--- config.mk ---
export PLATFORM = sky130hd
export DESIGN_NAME = seg_serial_drv
export DESIGN_NICKNAME = d
export VERILOG_FILES = /design/src/rtl/seg_pkg.sv /design/src/rtl/seg_tick_div.sv /design/src/rtl/seg_serial_drv.sv
export SDC_FILE = /design/constraint.sdc
export NUM_CORES = 1
export LEC_CHECK = 0
export BUFFER_PORTS_ARGS = -buffer_cell sky130_fd_sc_hd__buf_2
export CAP_MARGIN = 20
export CORE_ASPECT_RATIO = 0.9
export CORE_MARGIN = 1.5
export CORE_UTILIZATION = 50
export CTS_CLUSTER_SIZE = 8
export DETAILED_ROUTE_END_ITERATION = 12
export PLACE_DENSITY = 0.73
export SYNTH_ARGS = -nofsm -noshare
export SYNTH_HDL_FRONTEND = slang
export SYNTH_SLANG_ARGS = --single-unit
--- constraint.sdc ---
create_clock -name clk -period 3.63 [get_ports clk]
set_input_delay 0.363 -clock clk [delete_from_list [all_inputs] [get_ports clk]]
set_output_delay 0.363 -clock clk [all_outputs]
set_load 0.005 [all_outputs]
--- src/rtl/seg_pkg.sv ---
`default_nettype none
// ============================================================================
// Module      : seg_pkg
// Description : Shared constants and FSM state encoding for the serial
//               segment driver. Frame geometry (groups, byte width, frame
//               length) and the 3-bit state codes used by seg_serial_drv.
// Revision    : 1.0 - initial release
// ============================================================================
package seg_pkg;

    localparam int N_GROUPS   = 4;
    localparam int BYTE_W     = 8;
    localparam int FRAME_BITS = N_GROUPS * BYTE_W;

    localparam int ST_W = 3;

    localparam logic [ST_W-1:0] c_ST_IDLE  = 3'd0;
    localparam logic [ST_W-1:0] c_ST_CLEAR = 3'd1;
    localparam logic [ST_W-1:0] c_ST_FETCH = 3'd2;
    localparam logic [ST_W-1:0] c_ST_SHIFT = 3'd3;
    localparam logic [ST_W-1:0] c_ST_LATCH = 3'd4;
    localparam logic [ST_W-1:0] c_ST_DONE  = 3'd5;

endpackage
`default_nettype wire

--- src/rtl/seg_tick_div.sv ---
`default_nettype none
// ============================================================================
// Module      : seg_tick_div
// Description : Phase counter for the serial driver. Counts 0..CLK_DIV-1 and
//               raises o_phase_end on the last count of each phase. i_clr
//               restarts the count so every FSM state begins a fresh phase.
// Ports       : clk         - system clock
//               rst_n       - asynchronous active-low reset
//               i_clr       - restart the phase (FSM state change)
//               o_phase_end - high on the final cycle of a phase
// Revision    : 1.0 - initial release
// ============================================================================
module seg_tick_div #(
    parameter int CLK_DIV = 4
) (
    input  logic clk,
    input  logic rst_n,
    input  logic i_clr,
    output logic o_phase_end
);

    localparam int                 c_CNT_W = (CLK_DIV > 1) ? $clog2(CLK_DIV) : 1;
    localparam logic [c_CNT_W-1:0] c_LAST  = c_CNT_W'(CLK_DIV - 1);

    logic [c_CNT_W-1:0] r_cnt;

    always_ff @(posedge clk or negedge rst_n) begin
        if (!rst_n) begin
            r_cnt <= '0;
        end else if (i_clr || o_phase_end) begin
            r_cnt <= '0;
        end else begin
            r_cnt <= r_cnt + 1'b1;
        end
    end

    assign o_phase_end = (r_cnt == c_LAST);

endmodule
`default_nettype wire

--- src/rtl/seg_serial_drv.sv ---
`default_nettype none
// ============================================================================
// Module      : seg_serial_drv
// Description : Walks Scan through groups 0..3, captures the segment byte the
//               map stage returns for each group and shifts the 32-bit frame
//               MSB-first into the board shift-register chain, then pulses
//               the output latch. One frame per start request.
// Ports       : clk, rst_n   - clock, asynchronous active-low reset
//               start        - frame request
//               Seg_map[7:0] - segment byte for the current Scan
//               Scan[2:0]    - group index to the map stage ([2] tied 0)
//               busy, done   - frame in progress / one-cycle completion pulse
//               seg_clk, seg_dt, seg_en, seg_clr_n - board chain pins
// Options     : define SEG_AUTO_REFRESH_EN to restart a frame automatically
//               after REFRESH_CYCLES idle cycles.
// Revision    : 1.0 - initial release
// ============================================================================
module seg_serial_drv
    import seg_pkg::*;
#(
    parameter int CLK_DIV = 4
`ifdef SEG_AUTO_REFRESH_EN
    ,
    parameter int REFRESH_CYCLES = 100000
`endif
) (
    input  logic              clk,
    input  logic              rst_n,
    input  logic              start,
    input  logic [BYTE_W-1:0] Seg_map,
    output logic [2:0]        Scan,
    output logic              busy,
    output logic              done,
    output logic              seg_clk,
    output logic              seg_dt,
    output logic              seg_en,
    output logic              seg_clr_n
);

    localparam int c_BIT_W = $clog2(BYTE_W);

    logic [ST_W-1:0]    r_state;
    logic [ST_W-1:0]    w_next;
    logic               w_phase_end;
    logic               w_start_req;
    logic [1:0]         r_group;
    logic [c_BIT_W-1:0] r_bit;
    logic               r_half;      // 0: seg_clk low phase, 1: high phase
    logic [BYTE_W-1:0]  r_shreg;
    logic               r_dt_last;   // keeps seg_dt stable outside SHIFT

    seg_tick_div #(
        .CLK_DIV (CLK_DIV)
    ) u_tick (
        .clk         (clk),
        .rst_n       (rst_n),
        .i_clr       (w_next != r_state),
        .o_phase_end (w_phase_end)
    );

`ifdef SEG_AUTO_REFRESH_EN
    localparam int c_IDLE_W = $clog2(REFRESH_CYCLES + 1);

    logic [c_IDLE_W-1:0] r_idle_cnt;
    logic                w_refresh;

    // Counts only while idle; any other state (including DONE) or an
    // external start clears it.
    always_ff @(posedge clk or negedge rst_n) begin
        if (!rst_n) begin
            r_idle_cnt <= '0;
        end else if (r_state != c_ST_IDLE || start) begin
            r_idle_cnt <= '0;
        end else if (!w_refresh) begin
            r_idle_cnt <= r_idle_cnt + 1'b1;
        end
    end

    assign w_refresh   = (r_state == c_ST_IDLE) &&
                         (r_idle_cnt == c_IDLE_W'(REFRESH_CYCLES - 1));
    assign w_start_req = start | w_refresh;
`else
    assign w_start_req = start;
`endif

    always_comb begin
        w_next = r_state;
        case (r_state)
            c_ST_IDLE:  if (w_start_req) w_next = c_ST_CLEAR;
            c_ST_CLEAR: if (w_phase_end) w_next = c_ST_FETCH;
            c_ST_FETCH: w_next = c_ST_SHIFT;
            c_ST_SHIFT: begin
                if (w_phase_end && r_half && r_bit == '0) begin
                    w_next = (r_group == 2'(N_GROUPS - 1)) ? c_ST_LATCH : c_ST_FETCH;
                end
            end
            c_ST_LATCH: if (w_phase_end) w_next = c_ST_DONE;
            // A start still held during DONE chains straight into the next
            // frame, so back-to-back frames are separated by the DONE cycle.
            c_ST_DONE:  w_next = start ? c_ST_CLEAR : c_ST_IDLE;
            default:    w_next = c_ST_IDLE;
        endcase
    end

    always_ff @(posedge clk or negedge rst_n) begin
        if (!rst_n) begin
            r_state   <= c_ST_IDLE;
            r_group   <= '0;
            r_bit     <= '0;
            r_half    <= 1'b0;
            r_shreg   <= '0;
            r_dt_last <= 1'b0;
        end else begin
            r_state   <= w_next;
            r_dt_last <= seg_dt;
            case (r_state)
                c_ST_CLEAR: r_group <= '0;
                c_ST_FETCH: begin
                    r_shreg <= Seg_map;
                    r_bit   <= c_BIT_W'(BYTE_W - 1);
                    r_half  <= 1'b0;
                end
                c_ST_SHIFT: begin
                    if (w_phase_end) begin
                        r_half <= ~r_half;
                        // End of the high phase is the seg_clk falling edge.
                        if (r_half) begin
                            r_shreg <= {r_shreg[BYTE_W-2:0], 1'b0};
                            r_bit   <= r_bit - 1'b1;
                            if (r_bit == '0 && r_group != 2'(N_GROUPS - 1)) begin
                                r_group <= r_group + 1'b1;
                            end
                        end
                    end
                end
                c_ST_DONE:  r_group <= '0;
                default:    ;
            endcase
        end
    end

    assign Scan      = {1'b0, r_group};
    assign busy      = (r_state == c_ST_CLEAR) || (r_state == c_ST_FETCH) ||
                       (r_state == c_ST_SHIFT) || (r_state == c_ST_LATCH);
    assign done      = (r_state == c_ST_DONE);
    assign seg_clk   = (r_state == c_ST_SHIFT) && r_half;
    assign seg_dt    = (r_state == c_ST_SHIFT) ? r_shreg[BYTE_W-1] : r_dt_last;
    assign seg_en    = (r_state == c_ST_LATCH);
    assign seg_clr_n = (r_state != c_ST_CLEAR);

endmodule
`default_nettype wire

### After elaboration in Yosys (flattened, before gate mapping)

Index checks and enable logic that the tools add are counted.

* multiplexer cells: 21
* bitwise operators: 1
* eq/ne operators: 13
* reductions and logical operators: 16
* $add $sub $neg: 3

Operators by type and width (number)
* $mux W3: 7
* $pmux W3 S6: 1
* $mux W8: 2
* $pmux W8 S2: 1
* $mux W2: 4
* $eq A3 B2 Y1 const B: 2
* $eq A3 B3 Y1 const B: 2
* $logic_not A3 Y1: 2
* $ne A2 B2 Y1 const B: 3
* $pmux W3 S2: 1
* $add A2 B1 Y2 const B: 2
* $eq A2 B2 Y1 const B: 2
* $logic_and A1 B1 Y1: 4
* $logic_or A1 B1 Y1: 4
* $pmux W2 S2: 1
* $reduce_and A4 Y1: 1
* $reduce_bool A2 Y1: 2
* $eq A3 B1 Y1 const B: 1
* $mux W1: 3
* $ne A3 B1 Y1 const B: 1
* $ne A3 B3 Y1: 1
* $reduce_and A3 Y1: 1
* $sub A3 B1 Y3 const B: 1
* $ne A2 B1 Y1 const B: 1
* other kinds (4): 4

* register bits: 20
* bits of input ports: 11
* word-level logic and storage cells: 61
* output and inout bits: 9

### Longest topological paths before layout

Gate-level depths: netlist of the first run.

* depth in word-level cells: 8
* mapped depth: 6
* mapped depth without buffers: 6

### Modules after synthesis

From an unflattened synthesis of the first run, not the netlist that was laid out.

* cell total of the unflattened synthesis: 111
* area, all modules: 1086.0 µm²

By module, submodules not included
* seg_serial_drv: sequential area each 450.4 µm², area each 1001.0 µm², cells an instance 106, times used 1
* seg_tick_div: sequential area each 50.0 µm², area each 85.1 µm², cells an instance 5, times used 1

### Worst setup path after synthesis of the first run

Ideal clock, no wire load.

* path kind: reg2out
* from: reg r_state[2]
* to: out seg_dt
* stages on the path, launching flop included: 5
* buffers on the path: 1
* slack: 2208 ps
* data arrival time: 1059 ps
* cells stage by stage: dfrtp_1 -> nor2b_1 -> buf_4 -> nand2_2 -> mux2_4

* cells in the longest elaborated chain, start to end: 2

Ends and longest elaborated chain
* start: declaration: line seg_serial_drv.sv:42 `logic [ST_W-1:0] r_state;`
* start signal: assignment: line seg_serial_drv.sv:107 `r_state <= c_ST_IDLE;`
* start signal: assignment: line seg_serial_drv.sv:114 `r_state <= w_next;`
* $eq A3 B2 Y1: line seg_serial_drv.sv:147 `assign seg_dt = (r_state == c_ST_SHIFT) ? r_shreg[BYTE_W-1] : r_dt_last;`
* $mux W1: line seg_serial_drv.sv:147
* end: declaration: line seg_serial_drv.sv:35 `output logic seg_dt,`

No other way between the ends.

### Final worst setup path of the first run

* from: reg r_state[0]
* to: out seg_clr_n

* cells in the longest elaborated chain, start to end: 1

Ends and longest elaborated chain
* $ne A3 B1 Y1: line seg_serial_drv.sv:149 `assign seg_clr_n = (r_state != c_ST_CLEAR);`
* end: declaration: line seg_serial_drv.sv:37 `output logic seg_clr_n`

No other way between the ends.

==> results.json, run 1 <==
{
  "critical_path_buf_inv_count": 2,
  "ys_seq_area_share_pct": 45.8,
  "dr_wl_met2_mm": 1.02,
  "synth_cell_types": 34,
  "final_layout_size_suffix_gt1_share_pct": 22.6,
  "clock_path_buffers": 2,
  "combPwrFrac_pct": 41.2,
  "p_clk_share_pct": 17.2,
  "ys_seq_elements": 20,
  "p_int_w": 0.000643,
  "hpwl_mm": 1.56,
  "clock_sinks": 20,
  "setup.worst_path.start_class": "flop",
  "core_sq_um": 1990,
  "cts_root_buf": "clkbuf_4",
  "finClkSkew_ps": 4.34,
  "leakagePower_nw": 0.556,
  "postRouteAntennaNets": 0,
  "irDropWorstVdd_mv": 0.464,
  "n_antenna_cell": 0,
  "std_cell_rows": 15,
  "path_cells": "clkinv_1, nor2_1, nand2_1, buf_2",
  "rsz0062_at_grt": "no",
  "portBuffers": 18,
  "p_seq_share_pct": 41.6,
  "rrSetupSlack_ps": 1700,
  "first_global_vias": 783,
  "synth_nets": 131,
  "hold_path_depth": 3,
  "top_layer": "met4",
  "cts_buffers": 3,
  "drt_iter0_drc": 30,
  "r2r_cells": 4,
  "grtUsageTotal_pct": 21.0,
  "final_cell_mix": "dfrtp_1 (20), buf_2 (18), o22ai_1 (15)",
  "whs_endpoint": "r_shreg[4]",
  "wirelength_met1_mm": 1.09,
  "p_switching_w": 0.000413,
  "reg2reg_to": "r_state[0]",
  "min_from": "Seg_map[4]",
  "status": "finished, final reports clean",
  "postSynthCellCount": 116,
  "cts_tree": "built",
  "grt_max_degree": 23,
  "post_cts_buffers": 0,
  "synth_area_sq_um": 1090,
  "critPathKind": "flop to output pin",
  "fp.dieArea_sq_um": 2480,
  "final_nets": 149,
  "max_stage_delay_ps": 810,
  "routed_wl_mm": 2.24,
  "area_growth_pct": 13.0,
  "wire_per_inst_um": 14.2,
  "die_y_um": 47.4,
  "ctsResizeCount": 0,
  "die_w_um": 52.3,
  "path_clk_slew_ps": 110,
  "min_path_type": "input port to flop",
  "max_freq_mhz": 422,
  "grt_overflow": 0,
  "fillers": 186,
  "grt_pass1_wl_mm": 3.68,
  "crit_path_end_kind": "output pin",
  "crit_family": "flip-flops",
  "fin_crit_sh_pct": 65.3,
  "insertion_delay_ps": 310,
  "path_max_fanout": 22,
  "maxSlewViolCount": 0,
  "hold_viol": 0,
  "start_util_pct": 55.0,
  "period_minus_slack_ps": 2370,
  "worstPathArrival_ps": 2010,
  "via_count": 904,
  "antenna_found_initial": 0,
  "drc_errors": 0,
  "wl_met3_um": 117,
  "pin_count": 20,
  "max_slew.worst_pin.slew_ps": 698,
  "crit_path_top_delay_cell": "dfrtp_1",
  "viasPerCell": 5.72,
  "crit_required_ps": 3270,
  "yosysWarningCount": 0,
  "maxCapViolCount": 0,
  "r2r-start": "r_state[0]",
  "sw_frac_of_total_pct": 39.1,
  "first_pass_iters": 4,
  "setup_viol": 0,
  "routabilityCongestion": 0.853,
  "fin_tns_setup_ps": 0,
  "maxSlewHeadroom_pct": 53.4,
  "fin_hold_ws_ps": 327,
  "power_density_nw_per_um2": 854,
  "mostFrequentLayoutCell": "dfrtp_1",
  "postSynthAreaPerCell_sq_um": 9.43,
  "cts_max_level": 1
}
-- power groups by stage --
stage	clock (W)	sequential, W	combinational (W)
6_report	0.000182	0.000439	0.000435
5_1_grt	0.000196	0.000457	0.000496
4_1_cts	0.000187	0.000436	0.000437
3_5_place_dp	0	0.000441	0.000433
3_3_place_gp	0	0.000435	0.000417
2_1_floorplan	0	0.000383	0.000393
-- layout make-up --
cell class | instances | area, sq um | area share, %
multi-input cells | 82 | 518 | 41.9
clock buffers | 3 | 22.5 | 1.82
inverters | 7 | 26.3 | 2.13
clock inverters | 1 | 30.0 | 2.43
repair buffers | 20 | 108 | 8.70
well taps | 25 | 31.3 | 2.53
flip-flops and latches | 20 | 500 | 40.5
-- registers in the layout (all words and copies together) (netlist names) --
| name | cells |
|---|---|
| r_shreg | 8 |
| r_bit | 3 |
| r_state | 3 |
| r_group | 2 |
| u_tick.r_cnt | 2 |
| r_dt_last | 1 |
| r_half | 1 |
-- tightest hold or removal path, delay by kind of cell --
| family | cells | cell delay, ps |
|---|---|---|
| buf+inv | 1 | 80 |
| compound gates | 2 | 150 |
-- synthesized netlist by cell type --
cell	n	area, sq um
and3_1	2	12.5
and2_2	1	7.51
nor3_2	1	10.0
nor3_1	3	15.0
conb_1	1	3.75
clkinv_1	1	3.75
o221ai_1	2	17.5
xnor2_1	1	8.76
ha_1	4	50.1
buf_4	3	22.5
inv_1	6	22.5
dfrtp_1	20	500
o21bai_1	1	7.51
nand2b_4	1	13.8
nand2_1	9	33.8
a22oi_1	1	7.51
o21a_1	1	7.51
nand4b_1	1	8.76
a211oi_1	1	7.51
buf_2	3	15.0
o21ai_0	6	30.0
or2_1	1	6.26
nor2_1	8	30.0
o211ai_1	1	7.51
nand2_2	2	12.5
mux2_4	1	15.0
a32o_1	2	20.0
buf_6	1	11.3
nand2_4	1	11.3
a21oi_1	10	50.1
o22ai_1	15	93.8
nand3_1	3	15.0
nor2b_1	1	6.26
a32oi_1	1	8.76
-- worst max path at each step --
stage,startpoint,end,cells past startpoint
final,r_state[0],seg_clr_n,4
after global routing,r_state[0],seg_clr_n,4
after CTS,r_state[0],seg_clr_n,4
after detailed placement,r_state[0],seg_clr_n,4
after global placement,r_state[0],seg_clr_n,4
after floorplan,r_state[2],seg_dt,4
-- metal layers --
layer	vias up	global-route usage (%)
li1	460	-
met1	419	28.5
met2	23	31.5
met3	2	7.01
met4	0	7.69
met5	-	0
-- repair_timing --
item,CTS,global route
hold buffers,1,0
endpoints found under the setup margin,0,0
endpoints found under the hold margin,20,0
-- cells by family after synthesis --
group,share of synthesized area [%]
adder cells (fa/ha/maj),4.58
other,0.343
buffers and inverters,6.86
AO/OA/AOI/OAI,23.6
multiplexers,1.37
flip-flops,45.8
AND/OR/NAND/NOR,16.7
XOR/XNOR,0.801
-- metrics by stage --
step	utilization (%)	setup WS, ps	area (sq um)	std cells	total power (W)
floorplan	-	2210	1090	116	0.000777
global route	62.1	1100	1240	158	0.00115
finish	62.1	1260	1240	158	0.00106
detailed placement	59.0	1630	1170	153	0.000874
global placement	59.0	1700	1170	153	0.000852
CTS	62.1	1280	1240	158	0.00106
(Power assumes the default switching activity.)
==> run 2: changes to the inputs <==
==> constraint.sdc (replaced) <==
create_clock -name clk -period 2.3 [get_ports clk]
set_input_delay 0.23 -clock clk [delete_from_list [all_inputs] [get_ports clk]]
set_output_delay 0.23 -clock clk [all_outputs]
set_load 0.005 [all_outputs]
==> run 2 against run 1 <==
Compared with the run above: clock power grew 11%; worst setup slack lost 890 ps; clock skew shrank 3.5 ps; non-clock buffer count grew 1; sequential power grew 50%; via count grew 2.8%; global-route usage shrank 0.62 points; final cell count grew 0.63%; critical endpoint is now seg_clk; highest routed layer unchanged.
==> results.json, run 2 (synthesis results as in run 1) <==
{
  "status": "finished, final reports clean",
  "n_antenna_cell": 0,
  "core_sq_um": 1990,
  "period_minus_slack_ps": 1930,
  "worstPathArrival_ps": 1700,
  "irDropWorstVdd_mv": 0.813,
  "power_density_nw_per_um2": 1300,
  "max_stage_delay_ps": 590,
  "path_cells": "nor2b_1, buf_4, and3_1, buf_2",
  "fillers": 186,
  "path_clk_slew_ps": 110,
  "postRouteAntennaNets": 0,
  "die_y_um": 47.4,
  "first_global_vias": 782,
  "clock_path_buffers": 2,
  "multi_input_area_sq_um": 518,
  "grtUsageTotal_pct": 20.4,
  "path_max_fanout": 16,
  "post_cts_buffers": 0,
  "final_layout_size_suffix_gt1_share_pct": 23.1,
  "critPathKind": "flop to output pin",
  "drc_errors": 0,
  "min_from": "Seg_map[0]",
  "final_cell_mix": "dfrtp_1 (20), buf_2 (18), o22ai_1 (15)",
  "whs_endpoint": "r_shreg[0]",
  "first_pass_iters": 4,
  "hold_path_depth": 2,
  "max_freq_mhz": 519,
  "rrSetupSlack_ps": 700,
  "hpwl_mm": 1.58,
  "fin_hold_ws_ps": 192,
  "start_util_pct": 55.0,
  "insertion_delay_ps": 300,
  "r2r_cells": 5,
  "mostFrequentLayoutCell": "dfrtp_1",
  "reg2reg_to": "r_shreg[1]",
  "via_count": 929,
  "maxCapViolCount": 0,
  "final_nets": 150,
  "fin_tns_setup_ps": 0,
  "largest_register_ffs": 8,
  "antenna_found_initial": 0,
  "pin_count": 20,
  "crit_path_end_kind": "output pin",
  "routed_wl_mm": 2.20,
  "clock_sinks": 20,
  "cts_tree": "built",
  "top_regs": "r_shreg x8, r_bit x3, r_state x3",
  "finClkSkew_ps": 0.873,
  "combPwrFrac_pct": 45.9,
  "setup_viol": 0,
  "wire_per_inst_um": 13.9,
  "grt_overflow": 0,
  "sw_frac_of_total_pct": 40.8,
  "grt_max_degree": 21,
  "largest_register": "r_shreg",
  "finalInstanceArea_sq_um": 1230,
  "cts_max_level": 1,
  "routabilityCongestion": 0.796,
  "ctsResizeCount": 0,
  "maxSlewViolCount": 0,
  "fp.dieArea_sq_um": 2480,
  "fin_crit_sh_pct": 83.8,
  "viasPerCell": 5.84,
  "cts_root_buf": "clkbuf_4",
  "area_growth_pct": 12.2,
  "p_switching_w": 0.000651,
  "crit_path_top_delay_cell": "dfrtp_1",
  "p_seq_share_pct": 41.4,
  "drt_iter0_drc": 34,
  "p_int_w": 0.000945,
  "leakagePower_nw": 0.554,
  "hold_viol": 0,
  "crit_required_ps": 2070,
  "cts_buffers": 3,
  "die_w_um": 52.3,
  "grt_pass1_wl_mm": 3.65,
  "std_cell_rows": 15,
  "min_path_type": "input port to flop",
  "setup.worst_path.start_class": "flop",
  "dpl_cell_area_sq_um": 1180,
  "r2r-start": "r_state[1]",
  "portBuffers": 18,
  "p_clk_share_pct": 12.7,
  "rsz0062_at_grt": "no",
  "seq_area_sq_um": 500
}
-- run 2: cell count changes in the layout (fill, tap and decap cells not counted) --
| cell | previous run | this run |
|---|---|---|
| buf_4 | 1 | 2 |
| bufinv_16 | 1 | 0 |
| clkbuf_8 | 0 | 1 |
-- run 2: worst max path at each step --
stage,startpoint,end,cells past startpoint
after floorplan,u_tick.r_cnt[0],r_bit[1],6
after global placement,r_state[1],seg_clk,4
after detailed placement,r_state[1],seg_clk,4
after CTS,r_state[1],seg_clk,4
after global routing,r_state[1],seg_clk,4
final,r_state[1],seg_clk,4
-- run 2: layer usage --
| metal | vias to the layer above | part of all wire [%] | global-route usage, % |
|---|---|---|---|
| met3 | 2 | 6.4 | 6.69 |
| met1 | 432 | 47 | 27.3 |
| met2 | 36 | 46 | 31.8 |
| met4 | 0 | 0.64 | 6.15 |
| met5 | - | 0 | 0 |
| li1 | 459 | - | - |
-- run 2: final cells by class --
cell class	instances	share of cell area, %
tap	25	2.55
inverter	7	2.14
sequential	20	40.8
timing repair buffer	21	9.38
clock buffer	4	2.96
multi-input combinational	82	42.2
-- run 2: power groups by stage --
stage	logic [W]	clock network, W	registers (W)
finish	0.000733	0.000202	0.000660
global route	0.000822	0.000230	0.000683
CTS	0.000734	0.000211	0.000657
detailed placement	0.000730	0	0.000666
global placement	0.000698	0	0.000650
floorplan	0.000621	0	0.000605
-- run 2: critical path, delay by kind of cell, from the launching register on --
| family | cells | cell delay [ps] |
|---|---|---|
| flops | 1 | 590 |
| buf+inv | 2 | 370 |
| simple gates | 2 | 450 |
-- run 2: per-stage QoR --
stage                     setup slack, ps  instances  total power (W)  util [%]
after global routing                  237        159          0.00174      61.7
after CTS                             365        159          0.00160      61.7
after detailed placement              721        154          0.00140      59.4
after global placement                758        154          0.00135      59.4
final                                 372        159          0.00160      61.7
after floorplan                       981        116          0.00123         -
-- run 2: what timing repair did --
item / 4_1_cts / 5_1_grt
hold buffers: 1 / 0
hold endpoints to repair: 20 / 0
setup endpoints to repair: 0 / 0
==> run 3: changes to the inputs <==
--- a/config.mk
+++ b/config.mk
@@ -5,11 +5,12 @@
 export SDC_FILE = /design/constraint.sdc
 export NUM_CORES = 1
 export LEC_CHECK = 0
+export ABC_AREA = 1
 export BUFFER_PORTS_ARGS = -buffer_cell sky130_fd_sc_hd__buf_2
 export CAP_MARGIN = 20
 export CORE_ASPECT_RATIO = 0.9
 export CORE_MARGIN = 1.5
-export CORE_UTILIZATION = 50
+export CORE_UTILIZATION = 48
 export CTS_CLUSTER_SIZE = 8
 export DETAILED_ROUTE_END_ITERATION = 12
 export PLACE_DENSITY = 0.73
==> constraint.sdc (replaced) <==
create_clock -name clk -period 1.6 [get_ports clk]
set_input_delay 0.16 -clock clk [delete_from_list [all_inputs] [get_ports clk]]
set_output_delay 0.16 -clock clk [all_outputs]
set_load 0.005 [all_outputs]
==> run 3 against run 2 <==
Compared with the run above: worst setup slack worse by 280 ps; synthesized cell count increased by 16%; utilization is 4.1 points lower; die area rose by 3.7%; register-to-register slack got worse by 540 ps; synthesized area down 0.23%; combinational power fell by 96%; final area increased by 1.5%; via count fell by 3.1%; routed wire length decreased by 13%; global-route usage shrank 2.8 points; critical endpoint is now seg_dt; largest cell class is now flip-flops and latches; largest power group is now sequential cells.
==> results.json, run 3 <==
{
  "crit_path_end_kind": "output pin",
  "crit_end": "seg_dt",
  "r2r-start": "u_tick.r_cnt[0]",
  "postSynthAreaPerCell_sq_um": 8.14,
  "grtUsageTotal_pct": 17.6,
  "synthTopCellsByArea": "dfrtp_1 (46%), nand2_1 (9.3%), o21ai_1 (7.3%), inv_1 (6.5%), ha_1 (4.6%)",
  "period_minus_slack_ps": 1510,
  "first_global_vias": 759,
  "std_cell_rows": 16,
  "synth_compound_area_share_pct": 16.4,
  "grt_pass1_wl_mm": 3.15,
  "dp_slack_ps": 165,
  "n_antenna_cell": 0,
  "mostFrequentLayoutCell": "nand2_1",
  "setup.worst_path.start_class": "flop",
  "synth_enable_flop_cells": 0,
  "min_path_type": "input port to flop",
  "drt_iter0_drc": 16,
  "drc_errors": 0,
  "hold_viol": 0,
  "power_density_nw_per_um2": 667,
  "antenna_found_initial": 0,
  "cts_max_level": 1,
  "rsz0062_at_grt": "no",
  "portBuffers": 18,
  "synth_cell_types": 25,
  "postSynthCellCount": 134,
  "ys_seq_area_share_pct": 45.9,
  "ys_seq_elements": 20,
  "reg2reg_to": "r_bit[0]",
  "yosysWarningCount": 0,
  "async_flop_share_pct": 100,
  "die_y_um": 48.2,
  "final_layout_size_suffix_gt1_share_pct": 23.4,
  "synthTopCellsByCount": "nand2_1 (27), dfrtp_1 (20), inv_1 (19)",
  "clock_path_buffers": 2,
  "rrSetupSlack_ps": 160,
  "maxSlewViolCount": 0,
  "yosysTopAreaCell": "dfrtp_1",
  "synth.most_common_cell": "nand2_1",
  "maxCapViolCount": 0,
  "min_from": "Seg_map[0]",
  "core_sq_um": 2160,
  "hpwl_mm": 1.46,
  "fin_util_pct": 57.6,
  "first_pass_iters": 4,
  "r2r_cells": 7,
  "insertion_delay_ps": 300,
  "cts_buffers": 3,
  "synth_ff_type": "dfrtp_1",
  "critPathKind": "flop to output pin",
  "via_count": 900,
  "status": "finished, final reports clean",
  "synth_fa_ha_area_share_pct": 4.59,
  "routabilityCongestion": 0.888,
  "finClkSkew_ps": 1.52,
  "max_freq_mhz": 662,
  "synth_area_sq_um": 1090,
  "worstPathArrival_ps": 1350,
  "die_w_um": 53.3,
  "final_nets": 170,
  "setup_ws_ps": 90.2,
  "routed_wl_mm": 1.92,
  "path_clk_slew_ps": 110,
  "postRouteAntennaNets": 0,
  "setup_viol": 0,
  "pin_count": 20,
  "start_util_pct": 50.5,
  "clock_sinks": 20,
  "area_growth_pct": 14.2,
  "grt_max_degree": 21,
  "crit_required_ps": 1440,
  "irDropWorstVdd_mv": 0.653,
  "final_cell_mix": "nand2_1 (27), dfrtp_1 (20), inv_1 (19)",
  "largest_register": "r_shreg",
  "wire_per_inst_um": 10.6,
  "cts_root_buf": "clkbuf_4",
  "synth_top_area_share_pct": 45.9,
  "leakagePower_nw": 0.637,
  "fin_tns_setup_ps": 0,
  "synth_top_family_by_area": "simple AND/OR/NAND/NOR gates",
  "fin_crit_sh_pct": 94.4,
  "viasPerCell": 4.97,
  "synth_nets": 149,
  "synth-xor-area-share_pct": 0,
  "crit_start": "r_state[2]",
  "cts_tree": "built",
  "top_regs": "r_shreg x8, r_bit x3, r_state x3",
  "path_max_fanout": 19,
  "yosys.area_share.simple_pct": 21.2,
  "muxShareOfSynthArea_pct": 0,
  "fp.dieArea_sq_um": 2570,
  "grt_overflow": 0,
  "largest_register_ffs": 8
}
run 3: cell count changes after synthesis, sizes merged, moves of 3 or more:
cell   delta
a21oi     -9
buf       -3
inv      +16
nand2    +17
nand3     +3
nor2      +6
nor3      -3
o21ai    +21
o22ai    -15
run 3: kinds of logic after synthesis:
kind of cell,Yosys count
other,1
DFF,20
adders and majority gates,4
buffers and inverters,28
AOI/OAI and AO/OA,31
and+or+nand+nor,50
run 3: routing by layer:
layer / track usage, % / wire (um) / vias to the layer above
met1: 20.9 / 899 / 416
met2: 31.4 / 919 / 20
met5: 0 / 0 / -
met3: 6.44 / 90 / 2
li1: - / - / 462
met4: 3.08 / 12 / 0
run 3: how the worst min path moves through the flow:
stage,endpoint,slack (ps),cells past startpoint
4_1_cts,r_shreg[0],70,3
3_3_place_gp,r_group[1],130,1
2_1_floorplan,r_bit[0],-140,0
5_1_grt,r_shreg[0],90,3
6_report,r_shreg[0],80,3
3_5_place_dp,r_group[1],130,1
run 3: stage by stage:
step / hold slack [ps] / total power [W] / cells / instance area, sq um
floorplan: -136 / 0.000530 / 134 / 1090
global placement: 134 / 0.000551 / 175 / 1180
detailed placement: 132 / 0.000553 / 175 / 1180
CTS: 73.1 / 0.000842 / 181 / 1240
global route: 85.4 / 0.000864 / 181 / 1250
finish: 81.7 / 0.000832 / 181 / 1250
run 3: what timing repair did:
item | in CTS | in global routing
resized for setup | 2 | 1
buffers inserted | 1 | 0
hold endpoints to repair | 20 | 0
pin swaps | 1 | 1
gates cloned | 0 | 0
endpoints found under the setup margin | 1 | 1
hold buffers | 1 | 0
run 3: layout make-up:
cell class,count,area [sq um]
flip-flops and latches,20,500
fillers,211,916
multi-input cells,86,477
inverters,24,91.3
clock buffers,4,36.3
repair buffers,20,108
well taps,27,33.8
run 3: critical path, cell delays in order, from the launching register on:
cell and delay [ps]:
dfrtp_1 450, nor2_4 190, nand2_8 130, nand2_1 100, o21ai_2 50, buf_2 120
run 3: power breakdown:
group | internal (W) | total [W] | leakage, nW | switching, W
registers | 0.000510 | 0.000512 | 0.250 | 0.00000149
clock network | 0.000139 | 0.000287 | 0.0210 | 0.000149
logic | 0.0000145 | 0.0000326 | 0.366 | 0.0000180
